==> config.mk <==
export PLATFORM = sky130hd
export DESIGN_NAME = eh2_lsu_addrchk_arb
export DESIGN_NICKNAME = d
export VERILOG_FILES = /design/src/rtl/eh2_lsu_addrchk_arb.sv
export SDC_FILE = /design/constraint.sdc
export NUM_CORES = 1
export LEC_CHECK = 0
export ABC_AREA = 1
export CAP_MARGIN = 20
export CORE_ASPECT_RATIO = 1.1
export CORE_MARGIN = 1
export CORE_UTILIZATION = 46
export DETAILED_ROUTE_END_ITERATION = 12
export DONT_BUFFER_PORTS = 1
export HOLD_SLACK_MARGIN = 0.15
export PLACE_DENSITY = 0.73
export RECOVER_POWER = 100
export SYNTH_ARGS = -nofsm -noshare
export SYNTH_HDL_FRONTEND = slang
export SYNTH_SLANG_ARGS = --single-unit
export TNS_END_PERCENT = 5
==> constraint.sdc <==
create_clock -name clk -period 7.15 [get_ports clk]
set_input_delay 2.145 -clock clk [delete_from_list [all_inputs] [get_ports clk]]
set_output_delay 2.145 -clock clk [all_outputs]
set_load 0.02 [all_outputs]
==> src/rtl/eh2_lsu_addrchk_arb.sv <==
// Shares one LSU address-check pipeline (dc1/dc2) between two threads and DMA,
// and returns each request's fault result, in accept order, on a valid/ready response channel.
module eh2_lsu_addrchk_arb #(
  parameter int TAG_W        = 4,
  parameter int STARVE_LIMIT = 7
) (
  input  logic               clk,
  input  logic               rst_l,
  input  logic [1:0]         t_req_valid,
  input  logic [63:0]        t_req_addr,
  input  logic [3:0]         t_req_size,
  input  logic [2*TAG_W-1:0] t_req_tag,
  output logic [1:0]         t_req_ready,
  input  logic               dma_req_valid,
  input  logic [31:0]        dma_req_addr,
  input  logic [1:0]         dma_req_size,
  input  logic [TAG_W-1:0]   dma_req_tag,
  output logic               dma_req_ready,
  input  logic [1:0]         flush,
  output logic               chk_valid_dc1,
  output logic               chk_valid_dc2,
  output logic [31:0]        chk_start_addr_dc1,
  output logic [31:0]        chk_end_addr_dc1,
  output logic [31:0]        chk_start_addr_dc2,
  output logic [31:0]        chk_end_addr_dc2,
  output logic               chk_by_dc2,
  output logic               chk_half_dc2,
  output logic               chk_word_dc2,
  output logic               chk_dma_dc2,
  input  logic               chk_access_fault_dc2,
  input  logic               chk_misaligned_fault_dc2,
  input  logic [3:0]         chk_mscause_dc2,
  output logic               rsp_valid,
  input  logic               rsp_ready,
  output logic               rsp_tid,
  output logic               rsp_dma,
  output logic [TAG_W-1:0]   rsp_tag,
  output logic [1:0]         rsp_exc,
  output logic [3:0]         rsp_mscause,
  output logic               busy
);

  localparam logic [3:0] LIMIT = 4'(STARVE_LIMIT);

  function automatic logic [31:0] end_addr(input logic [31:0] start, input logic [1:0] size);
    logic [1:0] lg;
    lg = (size == 2'd3) ? 2'd2 : size;
    return start + ((32'd1 << lg) - 32'd1);
  endfunction

  function automatic logic [3:0] sat_inc(input logic [3:0] cnt);
    return (cnt >= LIMIT) ? cnt : cnt + 4'd1;
  endfunction

  function automatic logic [1:0] exc_code(input logic mis, input logic acc);
    return mis ? 2'd2 : (acc ? 2'd1 : 2'd0);
  endfunction

  logic             vld_p0, vld_p1, vld_p2;
  logic             tid_p0, tid_p1, tid_p2;
  logic             dma_p0, dma_p1, dma_p2;
  logic [31:0]      addr_p0, start_p1, end_p1;
  logic [1:0]       size_p0, size_p1;
  logic [TAG_W-1:0] tag_p0, tag_p1, tag_p2;
  logic [1:0]       exc_p2;
  logic [3:0]       msc_p2;
  logic             rr_ptr;
  logic [3:0]       starve_cnt;

  logic             live_p0, live_p1, live_p2;
  logic             free_p0, free_p1, free_p2;
  logic [1:0]       t_elig;
  logic             t_pend, acc_en, gnt_dma, gnt_thr, gnt_tid;
  logic [31:0]      req_addr;
  logic [1:0]       req_size;
  logic [TAG_W-1:0] req_tag;

  // A flushed entry still occupies its slot this cycle; only its valid is dropped.
  always_comb begin
    live_p0 = vld_p0 & ~(~dma_p0 & flush[tid_p0]);
    live_p1 = vld_p1 & ~(~dma_p1 & flush[tid_p1]);
    live_p2 = vld_p2 & ~(~dma_p2 & flush[tid_p2]);
    free_p2 = ~vld_p2 | rsp_ready;
    free_p1 = ~vld_p1 | free_p2;
    free_p0 = ~vld_p0 | free_p1;
  end

  always_comb begin
    t_elig  = t_req_valid & ~flush;
    t_pend  = |t_elig;
    acc_en  = rst_l & free_p0;
    gnt_dma = acc_en & dma_req_valid & ~((starve_cnt == LIMIT) & t_pend);
    gnt_thr = acc_en & ~gnt_dma & t_pend;
    gnt_tid = t_elig[rr_ptr] ? rr_ptr : ~rr_ptr;
    t_req_ready   = gnt_thr ? (gnt_tid ? 2'b10 : 2'b01) : 2'b00;
    dma_req_ready = gnt_dma;
    req_addr = dma_req_addr;
    req_size = dma_req_size;
    req_tag  = dma_req_tag;
    if (!gnt_dma) begin
      req_addr = gnt_tid ? t_req_addr[63:32] : t_req_addr[31:0];
      req_size = gnt_tid ? t_req_size[3:2] : t_req_size[1:0];
      req_tag  = gnt_tid ? t_req_tag[2*TAG_W-1:TAG_W] : t_req_tag[TAG_W-1:0];
    end
  end

  always_ff @(posedge clk or negedge rst_l) begin
    if (!rst_l) begin
      vld_p0     <= 1'b0;
      vld_p1     <= 1'b0;
      vld_p2     <= 1'b0;
      rr_ptr     <= 1'b0;
      starve_cnt <= '0;
    end else begin
      vld_p0 <= free_p0 ? (gnt_dma | gnt_thr) : live_p0;
      vld_p1 <= free_p1 ? live_p0 : live_p1;
      vld_p2 <= free_p2 ? live_p1 : live_p2;
      if (gnt_thr)
        rr_ptr <= ~rr_ptr;
      if (!t_pend || gnt_thr)
        starve_cnt <= '0;
      else if (gnt_dma)
        starve_cnt <= sat_inc(starve_cnt);
    end
  end

  // Stage A (dc1) load
  always_ff @(posedge clk) begin
    if (free_p0) begin
      tid_p0  <= gnt_dma ? 1'b0 : gnt_tid;
      dma_p0  <= gnt_dma;
      addr_p0 <= req_addr;
      size_p0 <= req_size;
      tag_p0  <= req_tag;
    end
  end

  // Stage B (dc2) load
  always_ff @(posedge clk) begin
    if (free_p1) begin
      tid_p1   <= tid_p0;
      dma_p1   <= dma_p0;
      start_p1 <= addr_p0;
      end_p1   <= end_addr(addr_p0, size_p0);
      size_p1  <= size_p0;
      tag_p1   <= tag_p0;
    end
  end

  // Stage R (response) load, fault capture
  always_ff @(posedge clk) begin
    if (free_p2) begin
      tid_p2 <= tid_p1;
      dma_p2 <= dma_p1;
      tag_p2 <= tag_p1;
      exc_p2 <= exc_code(chk_misaligned_fault_dc2, chk_access_fault_dc2);
      msc_p2 <= (chk_misaligned_fault_dc2 | chk_access_fault_dc2) ? chk_mscause_dc2 : 4'd0;
    end
  end

  assign chk_valid_dc1      = vld_p0;
  assign chk_start_addr_dc1 = addr_p0;
  assign chk_end_addr_dc1   = end_addr(addr_p0, size_p0);
  assign chk_valid_dc2      = vld_p1;
  assign chk_start_addr_dc2 = start_p1;
  assign chk_end_addr_dc2   = end_p1;
  assign chk_by_dc2         = (size_p1 == 2'd0);
  assign chk_half_dc2       = (size_p1 == 2'd1);
  assign chk_word_dc2       = size_p1[1];
  assign chk_dma_dc2        = dma_p1;
  assign rsp_valid          = vld_p2;
  assign rsp_tid            = tid_p2;
  assign rsp_dma            = dma_p2;
  assign rsp_tag            = tag_p2;
  assign rsp_exc            = exc_p2;
  assign rsp_mscause        = vld_p2 ? msc_p2 : 4'd0;
  assign busy               = vld_p0 | vld_p1 | vld_p2;

endmodule

==> results of run 1 <==
==> kinds of logic after synthesis <==
family / after synthesis
AOI/OAI and AO/OA: 73
xor gates and xnor gates: 16
adders and majority gates: 35
buffers and inverters: 184
DFF: 132
and+or+nand+nor: 461
==> synthesized netlist by cell type <==
cell type and count:
dfrtp_1 8, inv_2 2, clkbuf_1 7, xor2_1 15
xnor2_1 1, or2_2 1, a211o_1 1, o21ai_0 2
a2111oi_0 1, nand3_1 32, nor3_1 4, a31oi_1 38
nand4_1 6, buf_6 9, a21oi_1 26, inv_1 166
nand2_1 316, o21ai_2 1, fa_1 1, nor2_4 2
ha_1 34, edfxtp_1 124, a21o_1 1, nand2_2 4
nor2_1 95, o21bai_1 3, nand2_8 1
==> per-layer routing <==
metal / vias up / GRT usage [%]
li1: 2895 / -
met1: 2678 / 25.94
met2: 271 / 37.59
met3: 47 / 5.117
met4: 0 / 11.04
met5: - / 0
==> flip-flops by register name, summed over array words and instances, names as in the netlist, 2 cells and up <==
register            flops
rsp_exc                 2
size_p0                 2
rsp_tag                 4
msc_p2                  4
chk_start_addr_dc1     32
size_p1                 2
tag_p0                  4
tag_p1                  4
chk_end_addr_dc2       32
starve_cnt              4
chk_start_addr_dc2     32
==> final cells by class <==
cell class              count  area [um2]
fillers                  1476        7604
flip-flops and latches    132        3924
multi-input cells         585        2833
inverters                 168       630.6
clock buffers              17       425.4
well taps                 200       250.2
clock inverters            15       155.1
repair buffers              6       33.78
==> critical path: cells and delay by family <==
family / cells / cell delay (ns)
buffers and inverters: 3 / 0.31
and+or+nand+nor: 8 / 1.69
==> power by group through the flow <==
stage                     registers (W)  clock network [W]  logic [W]
final                           0.00158           0.000860    0.00129
after global routing            0.00161           0.000905    0.00144
after CTS                       0.00159           0.000875    0.00129
after detailed placement        0.00160                  0    0.00129
after global placement          0.00159                  0    0.00126
after floorplan                 0.00153                  0    0.00104
==> worst min path at each step <==
stage	startpoint	end	slack, ns	cells after the start
floorplan	tag_p1[0]	rsp_tag[0]	0.40	0
global placement	tag_p1[1]	rsp_tag[1]	0.40	0
detailed placement	tag_p1[2]	rsp_tag[2]	0.40	0
CTS	tag_p1[2]	rsp_tag[2]	0.42	0
global route	tag_p1[2]	rsp_tag[2]	0.42	0
finish	tag_p1[2]	rsp_tag[2]	0.42	0
==> through the flow <==
step                      setup slack (ns)  power, W  hold WS, ns  cells  area [um2]
after floorplan                      1.140  0.002562       0.4003    901        7536
after global placement               1.447  0.002850       0.4019   1091        7704
after detailed placement             1.402  0.002887       0.4045   1091        7704
after CTS                            1.411  0.003756       0.4198   1123        8284
after global routing                0.6609  0.003962       0.4248   1123        8252
final                               0.8535  0.003731       0.4198   1123        8252
==> flow_metrics.env, run 1 <==
export IMPL_status="finished with violations"
export IMPL_violations="max-capacitance violations, max-slew violations"
export IMPL_clkTransAtPathRegs_ns=0.06
export IMPL_ys_seq_elements=132
export IMPL_cp_slowest_cell="nand2_1"
export IMPL_layout_commonest_cell="nand2_1"
export IMPL_drt_initial_drc_count=434
export IMPL_drive_above_1_share_pct=3.900
export IMPL_htree_levels=4
export IMPL_switching_share_pct=45.48
export IMPL_pwr_share_clk_pct=23.1
export IMPL_net_switching_power_w=0.001697
export IMPL_drt_wl_total_mm=18.31
export IMPL_crit_path_end="t_req_ready[0]"
export IMPL_cts_root_buf="clkbuf_16"
export IMPL_r2r_slack_ns=2.29
export IMPL_cpMostUsedCell="nand2_1"
export IMPL_yosys_warnings=0
export IMPL_synth_top_family_by_area="simple AND/OR/NAND/NOR gates"
export IMPL_cp_slowest_stage_delay_ns=0.35
export IMPL_relSlewSlack_pct=-161.7
export IMPL_yosys_cell_types_count=27
export IMPL_r2r_start="rsp_valid"
export IMPL_ant_nets=0
export IMPL_wl_met2_mm=9.000
export IMPL_grt_max_degree=78
export IMPL_period_share_pct=88.06
export IMPL_avgSynthCellArea_um2=8.364
export IMPL_final_nets=1073
export IMPL_worstRegToRegCells=8
export IMPL_clock_sinks=132
export IMPL_start_util_pct=47.53
export IMPL_cts_hold_buf=0
export IMPL_core_area_um2=15860
export IMPL_setup_tns_ns=0
export IMPL_synth_area_um2=7536
export IMPL_diodes=0
export IMPL_grt_pass1_wl_mm=27.41
export IMPL_yosysSeqAreaShare_pct=52.07
export IMPL_muxShareOfSynthArea_pct=0
export IMPL_ios=279
export IMPL_synthAdderAreaFrac_pct=5.911
export IMPL_critPathArrivalTime_ns=4.15
export IMPL_path_max_fanout=16
export IMPL_synth_compound_area_share_pct=5.761
export IMPL_grt_pass1_vias=5517
export IMPL_report_final_slew_viol_count=190
export IMPL_fp_dieW_um=124.0
export IMPL_criticalPathCategory="in2out"
export IMPL_synth_fp_nets=1064
export IMPL_finClkSkew_ns=0.01009
export IMPL_final_core_util_pct=52.04
export IMPL_rsz0062_at_grt="false"
export IMPL_drt_first_pass_iters=5
export IMPL_routedWlPerCell_um=16.30
export IMPL_route_detailed_drc=0
export IMPL_antenna_found_initial=0
export IMPL_drv_cap=3
export IMPL_synth_top_area_share_pct=49.41
export IMPL_synth_xor_xnor_area_share_pct=1.860
export IMPL_rows=48
export IMPL_dr_wl_met3_mm=1.213
export IMPL_postCtsSetupRepairBufs=0
export IMPL_dieArea_um2=16900
export IMPL_area_growth_pct=9.497
export IMPL_mostFrequentLayoutCells="nand2_1, inv_1, edfxtp_1"
export IMPL_die_h_um=136.2
export IMPL_finalSetupViolations=0
export IMPL_finalCriticalPeriod_ns=6.297
export IMPL_m1WireLength_mm=7.544
export IMPL_ir_drop_mv=0.1704
export IMPL_end_kind="output port"
export IMPL_vias_per_cell=5.246
export IMPL_cp_startpoint="rsp_ready"
export IMPL_top_layer="met4"
export IMPL_grt_ovfl_total=0
export IMPL_grt_total_usage_pct=22.12
export IMPL_yosys_area_share_simple_pct=24.34
export IMPL_place_congestion=0.8774
export IMPL_tightestPinTransition_ns=3.925
export IMPL_clock_latency_ns=0.42
export IMPL_io_buffers=0
export IMPL_syn_inst=901
export IMPL_power_density_nw_per_um2=452.2
export IMPL_hold_path_class="reg2reg"
export IMPL_synth_area_top_cells="edfxtp_1, nand2_1, inv_1"
export IMPL_reg2reg_to="chk_start_addr_dc1[6]"
export IMPL_worstPathRequired_ns=5.01
export IMPL_cts_tree="done"
export IMPL_yosys_area_top_type="edfxtp_1"
export IMPL_cts_resized=0
export IMPL_power_internal_w=0.002034
export IMPL_leakagePower_nw=4.134
export IMPL_power_frac_seq_pct=42.4
export IMPL_start_kind="input port"
export IMPL_cts_made_buffers=17
export IMPL_dp_hpwl_mm=14.14
export IMPL_combPwrFrac_pct=34.5
export IMPL_cts_path_max_buffers=2
export IMPL_final_hold_viol_count=0
export IMPL_vias=5891
export IMPL_fmax_ghz=0.1588
export IMPL_cp_cell_sequence="inv_1 -> nand2_1 -> nor2_1 -> nand2_1 -> nand2_1 -> inv_1 -> nand2_8 -> inv_1 -> nor2_4 -> nand2_1 -> nor2_1"
Power figures use the tool's default switching activity.
==> run 2: changes to the inputs <==
--- a/config.mk
+++ b/config.mk
@@ -10,6 +10,7 @@
 export CORE_ASPECT_RATIO = 1.1
 export CORE_MARGIN = 1
 export CORE_UTILIZATION = 46
+export CTS_CLUSTER_DIAMETER = 50
 export DETAILED_ROUTE_END_ITERATION = 12
 export DONT_BUFFER_PORTS = 1
 export HOLD_SLACK_MARGIN = 0.15
==> results of run 2 <==
No change in the layout: final DEF, timing and power equal those of run 1.
